$ cat config.mk
export PLATFORM = sky130hd
export DESIGN_NAME = div_sequencer
export DESIGN_NICKNAME = d
export VERILOG_FILES = /design/src/rtl/div_sequencer_pkg.sv /design/src/rtl/div_step.sv /design/src/rtl/div_sequencer.sv
export SDC_FILE = /design/constraint.sdc
export NUM_CORES = 1
export LEC_CHECK = 0
export CAP_MARGIN = 25
export CORE_UTILIZATION = 50
export CTS_BUF_LIST = sky130_fd_sc_hd__clkbuf_4 sky130_fd_sc_hd__clkbuf_8 sky130_fd_sc_hd__clkbuf_16
export DETAILED_ROUTE_END_ITERATION = 8
export PLACE_DENSITY = 0.7
export SETUP_SLACK_MARGIN = 0.05
export SLEW_MARGIN = 25
export SYNTH_ARGS = -nofsm -noshare
export SYNTH_HDL_FRONTEND = slang
export SYNTH_SLANG_ARGS = --single-unit
$ cat constraint.sdc
create_clock -name clk -period 6.1 [get_ports clk]
set_input_delay 0.915 -clock clk [delete_from_list [all_inputs] [get_ports clk]]
set_output_delay 0.915 -clock clk [all_outputs]
set_load 0.01 [all_outputs]
$ cat src/rtl/div_sequencer_pkg.sv
// Shared ALU selector/sign encodings and the divider sequencer state type.
package div_sequencer_pkg;

  localparam int unsigned DIV_XLEN = 32;

  typedef logic [DIV_XLEN-1:0] UIntX;

  typedef enum logic [3:0] {
    ALU_ADD, ALU_SUB, ALU_AND, ALU_OR, ALU_XOR, ALU_SLL, ALU_SRL,
    ALU_SRA, ALU_SLT, ALU_SLTU, ALU_MUL, ALU_DIV, ALU_REM
  } AluSel;

  typedef enum logic {
    OP_UNSIGNED,
    OP_SIGNED
  } SignSel;

  typedef enum logic [1:0] {
    DIV_IDLE,
    DIV_CALC,
    DIV_FIX,
    DIV_DONE
  } DivState;

endpackage

$ cat src/rtl/div_step.sv
// One combinational radix-2 restoring divide iteration on magnitudes.
module div_step #(
  parameter int unsigned XLEN = 32
) (
  input  logic [XLEN-1:0] rem_in,
  input  logic [XLEN-1:0] quo_in,
  input  logic [XLEN-1:0] divisor,
  output logic [XLEN-1:0] rem_out,
  output logic [XLEN-1:0] quo_out
);

  logic [XLEN:0] rem_sh;

  // rem_in < divisor always holds, so the post-subtract value fits XLEN bits
  always_comb begin
    rem_sh  = {rem_in, quo_in[XLEN-1]};
    quo_out = {quo_in[XLEN-2:0], 1'b0};
    rem_out = rem_sh[XLEN-1:0];
    if (rem_sh >= {1'b0, divisor}) begin
      rem_out    = rem_sh[XLEN-1:0] - divisor;
      quo_out[0] = 1'b1;
    end
  end

endmodule

$ cat src/rtl/div_sequencer.sv
// Multi-cycle sequencer for the EXE-stage divider: setup, XLEN restoring
// iterations, sign fix-up and result hold with kill/flush abort.
module div_sequencer
  import div_sequencer_pkg::*;
#(
  parameter int unsigned XLEN = DIV_XLEN
) (
  input  logic            clk,
  input  logic            reset,
  input  logic            kill,
  input  logic            req_valid,
  output logic            req_ready,
  input  AluSel           req_sel,
  input  SignSel          req_sign,
  input  logic [XLEN-1:0] req_op1,
  input  logic [XLEN-1:0] req_op2,
  output logic            resp_valid,
  input  logic            resp_ready,
  output logic [XLEN-1:0] resp_result
);

  localparam int unsigned CNT_W = $clog2(XLEN);

  DivState          state, next_state;
  AluSel            sel_q;
  logic             neg_q, neg_r;
  logic [XLEN-1:0]  rem_q, quo_q, dvsr_q;
  logic [XLEN-1:0]  rem_nxt, quo_nxt;
  logic [CNT_W-1:0] cnt_q;

  logic             accept, signed_op, sel_ok, is_special;
  logic [XLEN-1:0]  special_res, abs_op1, abs_op2, quo_fix, rem_fix;

  div_step #(.XLEN(XLEN)) u_step (
    .rem_in  (rem_q),
    .quo_in  (quo_q),
    .divisor (dvsr_q),
    .rem_out (rem_nxt),
    .quo_out (quo_nxt)
  );

  always_comb begin
    signed_op = (req_sign == OP_SIGNED);
    sel_ok    = (req_sel == ALU_DIV) || (req_sel == ALU_REM);
    abs_op1   = (signed_op && req_op1[XLEN-1]) ? -req_op1 : req_op1;
    abs_op2   = (signed_op && req_op2[XLEN-1]) ? -req_op2 : req_op2;
    accept    = req_valid && (state == DIV_IDLE) && !kill;
    quo_fix   = neg_q ? -quo_q : quo_q;
    rem_fix   = neg_r ? -rem_q : rem_q;
  end

  // Cases resolved at accept time, bypassing the iteration entirely
  always_comb begin
    special_res = '0;
    is_special  = 1'b1;
    if (!sel_ok) begin
      special_res = '0;
    end else if (req_op2 == '0) begin
      special_res = (req_sel == ALU_DIV) ? '1 : req_op1;
    end else if (signed_op && req_op1 == {1'b1, {(XLEN-1){1'b0}}} && req_op2 == '1) begin
      special_res = (req_sel == ALU_DIV) ? req_op1 : '0;
    end else begin
      is_special = 1'b0;
    end
  end

  always_ff @(posedge clk or posedge reset) begin
    if (reset) state <= DIV_IDLE;
    else       state <= next_state;
  end

  always_comb begin
    next_state = state;
    case (state)
      DIV_IDLE: if (req_valid) next_state = is_special ? DIV_DONE : DIV_CALC;
      DIV_CALC: if (cnt_q == '0) next_state = DIV_FIX;
      DIV_FIX:  next_state = DIV_DONE;
      DIV_DONE: if (resp_ready) next_state = DIV_IDLE;
      default:  next_state = DIV_IDLE;
    endcase
    if (kill) next_state = DIV_IDLE;
  end

  always_comb begin
    req_ready = (state == DIV_IDLE);
  end

  always_ff @(posedge clk or posedge reset) begin
    if (reset) begin
      sel_q       <= ALU_ADD;
      neg_q       <= 1'b0;
      neg_r       <= 1'b0;
      rem_q       <= '0;
      quo_q       <= '0;
      dvsr_q      <= '0;
      cnt_q       <= '0;
      resp_valid  <= 1'b0;
      resp_result <= '0;
    end else begin
      resp_valid <= (next_state == DIV_DONE);
      if (accept) begin
        sel_q  <= req_sel;
        neg_q  <= signed_op && (req_op1[XLEN-1] ^ req_op2[XLEN-1]);
        neg_r  <= signed_op && req_op1[XLEN-1];
        rem_q  <= '0;
        quo_q  <= abs_op1;
        dvsr_q <= abs_op2;
        cnt_q  <= CNT_W'(XLEN-1);
        if (is_special) resp_result <= special_res;
      end else if (state == DIV_CALC && !kill) begin
        rem_q <= rem_nxt;
        quo_q <= quo_nxt;
        cnt_q <= cnt_q - 1'b1;
      end else if (state == DIV_FIX && !kill) begin
        resp_result <= (sel_q == ALU_DIV) ? quo_fix : rem_fix;
      end
    end
  end

endmodule

==> out/qor.yml <==
synthesis:
  synth_xor_area_frac: 0.120
  synth-simple-area-share: 0.198
  synth_compound_area_frac: 0.239
  synth_edf_count: 0
  muxShareOfSynthArea: 0.0185
  synth.net_count: 1475
  synth_cell_types: 70
  post-synth-top-area-fraction: 0.326
  synth_adder_area_share: 0.0454
  synth_top_family_by_area: "compound AO/OA/AOI/OAI gates"
  synth_most_common_cell: "nand2_1"
  synth-main-ff-cell: "dfrtp_1"
  avgSynthCellArea_um2: 8.01
  netlist_area_um2: 10900
  yosys-top-cells-count: "171 x nand2_1, 144 x o21ai_0, 142 x dfrtp_1"
  synthCells: 1362
  synth_area_leaders: "dfrtp_1 33%, xnor2_1 7.1%, o21ai_0 6.6%, nand2_1 5.9%, xor2_1 4.9%"
  ys_warn_count: 0
  async_flop_share: 1.00
  yosysSeqAreaShare: 0.326
  ys_seq_elements: 142
  synth.largest_area_cell: "dfrtp_1"
route:
  dr.first_iter.drc_count: 729
  drc: 0
  final_antenna_net_count: 0
  routed_wl_mm: 30.4
  wl_per_cell_um: 17.8
  num_vias: 10162
  vias_per_cell: 5.95
  drt-pass1-iter-count: 5
critical_path:
  worstSetupPathType: "in -> reg"
  rrSetupSlack_ps: 2090
  crit_path_top_delay_cell: "or4_1"
  cp_max_fo: 64
  critPathRequiredTime_ps: 6410
  r2r-start: "quo_q[31]"
  crit_arrival_ps: 4890
  r2r-end: "rem_q[30]"
  max_stage_delay_ps: 650
  cp_num_buf_inv: 2
  path_cells: "clkdlybuf4s50_1 > or4_1 > nor4_2 > nand4_1 > nor3_2 > nor4b_2 > o31ai_1 > nand2b_1 > nor3b_4 > buf_4 > o221ai_1 > o21a_1"
  cp-start-kind: "primary input"
  cp-end-kind: "flop"
  cp_num_cells: 12
  worstRegToRegCells: 14
  crit_end: "resp_result[0]"
  crit_path_start: "req_op2[6]"
  crit_family: "simple AND/OR/NAND/NOR gates"
timing:
  drv_slew: 0
  skew_ps: 11.4
  fin_tns_setup_ps: 0
  min_period_ps: 4590
  hold_viol_final: 0
  final-setup-viol-count: 0
  max_freq_mhz: 218
  rsz0062_at_grt: "no"
  fin_crit_sh: 0.752
  worstMarginPinSlew_ps: 992
  relSlewSlack: 0.333
finish:
  antenna_cells: 0
  drive_above_1_share: 0.0453
  area_delta_synth_final_pct: 16.8
  multiInputGateArea_um2: 6800
  regArea_um2: 3550
  nets: 1537
  fill_cells: 1990
placed_design:
  port_buffers: 107
  gp_congestion: 0.902
  place_hpwl_mm: 21.7
global_route:
  grt_usage: 0.280
  grt_overflow_total: 0
  antenna_found_initial: 1
  grt_max_degree: 97
  grt_pass1_wl_mm: 49.4
  grt_pass1_vias: 9744
cts:
  path_clk_slew_ps: 60
  clock-sinks: 142
  cts_tree: "done"
  h-tree-depth: 4
  cts_resized: 0
  cts_hold_buf: 0
  numCtsBuffers: 17
  insertion_delay_ps: 420
  cts_buffer_depth: 2
  post-cts-setup-buffer-count: 0
  root_buffer: "clkbuf_16"
power:
  total_power_mw: 5.85
  worst_ir_drop_vdd_mv: 0.166
  power_density_nw_per_um2: 459
  leakage_nw: 5.33
status:
  outcome: "finished, final reports clean"
floorplan:
  die-area_um2: 22400
  die_h_um: 150
  die_width_um: 150
  coreArea_um2: 21200
  io_pins: 108
  rows: 53
  start_util: 0.514
job:
  maxCapViolations: 0
hold_path:
  holdPathStages: 2
  hp-class: "reg -> reg"
-- layout by cell type, fill, tap and decap left out, types with 38 or more instances in the layout --
cell type	count
o21ai_0	144
dfrtp_1	142
inv_1	62
nor2_1	123
nand2_1	171
xor2_1	61
a21oi_1	99
clkdlybuf4s50_1	107
ha_1	38
xnor2_1	88
-- cells by family (layout without fill, tap and decap cells) --
| family | Yosys count | count (layout) |
|---|---|---|
| adders and majority gates | 39 | 39 |
| muxes | 20 | 20 |
| AOI/OAI and AO/OA | 419 | 419 |
| and+or+nand+nor | 454 | 454 |
| xor gates and xnor gates | 149 | 149 |
| buffers and inverters | 139 | 211 |
| DFF | 142 | 142 |
-- sequential cells by signal (all words and copies together), names as in the netlist --
register	cells
dvsr_q	32
quo_q	32
rem_q	32
resp_result	32
cnt_q	5
sel_q	4
state	2
neg_q	1
neg_r	1
resp_valid	1
-- power by group --
| group | switching [mW] | internal [mW] |
|---|---|---|
| registers | 0.404 | 1.27 |
| clock network | 0.407 | 0.758 |
| logic | 1.63 | 1.38 |
-- routing by layer --
metal  global-route usage  wire, um  vias up
met5                    0        13        -
li1                     -         -     4968
met2                0.463     14300      366
met3               0.0482      1820       58
met1                0.370     13600     4768
met4               0.0874       712        2
-- stage by stage --
| stage | cell area [um^2] | instances | hold slack (ps) | util | setup WS (ps) |
|---|---|---|---|---|---|
| detailed placement | 12100 | 1680 | 462 | 0.570 | 1160 |
| finish | 12700 | 1709 | 474 | 0.601 | 1510 |
| global placement | 12100 | 1680 | 460 | 0.570 | 1290 |
| floorplan | 10900 | 1362 | 437 | - | 1380 |
| CTS | 12700 | 1709 | 482 | 0.601 | 1570 |
| global route | 12700 | 1709 | 490 | 0.601 | 1290 |
-- worst min path at each step --
| stage | start | to |
|---|---|---|
| 6_report | dvsr_q[19] | dvsr_q[19] |
| 5_1_grt | sel_q[3] | sel_q[3] |
| 4_1_cts | dvsr_q[21] | dvsr_q[21] |
| 3_5_place_dp | sel_q[3] | sel_q[3] |
| 3_3_place_gp | sel_q[0] | sel_q[0] |
| 2_1_floorplan | sel_q[2] | sel_q[2] |
-- cell type report --
cell class              count  share of cell area
flip-flops and latches    142               0.279
repair buffers            119              0.0911
clock buffers              17              0.0334
clock inverters            12              0.0173
well taps                 275              0.0270
multi-input cells        1081               0.533
inverters                  63              0.0189
-- tightest hold or removal path: stages (launching register included) --
cell     delay (ps)
dfrtp_1         340
nand2_1          40
o21ai_0          60
(Power assumes the default switching activity.)
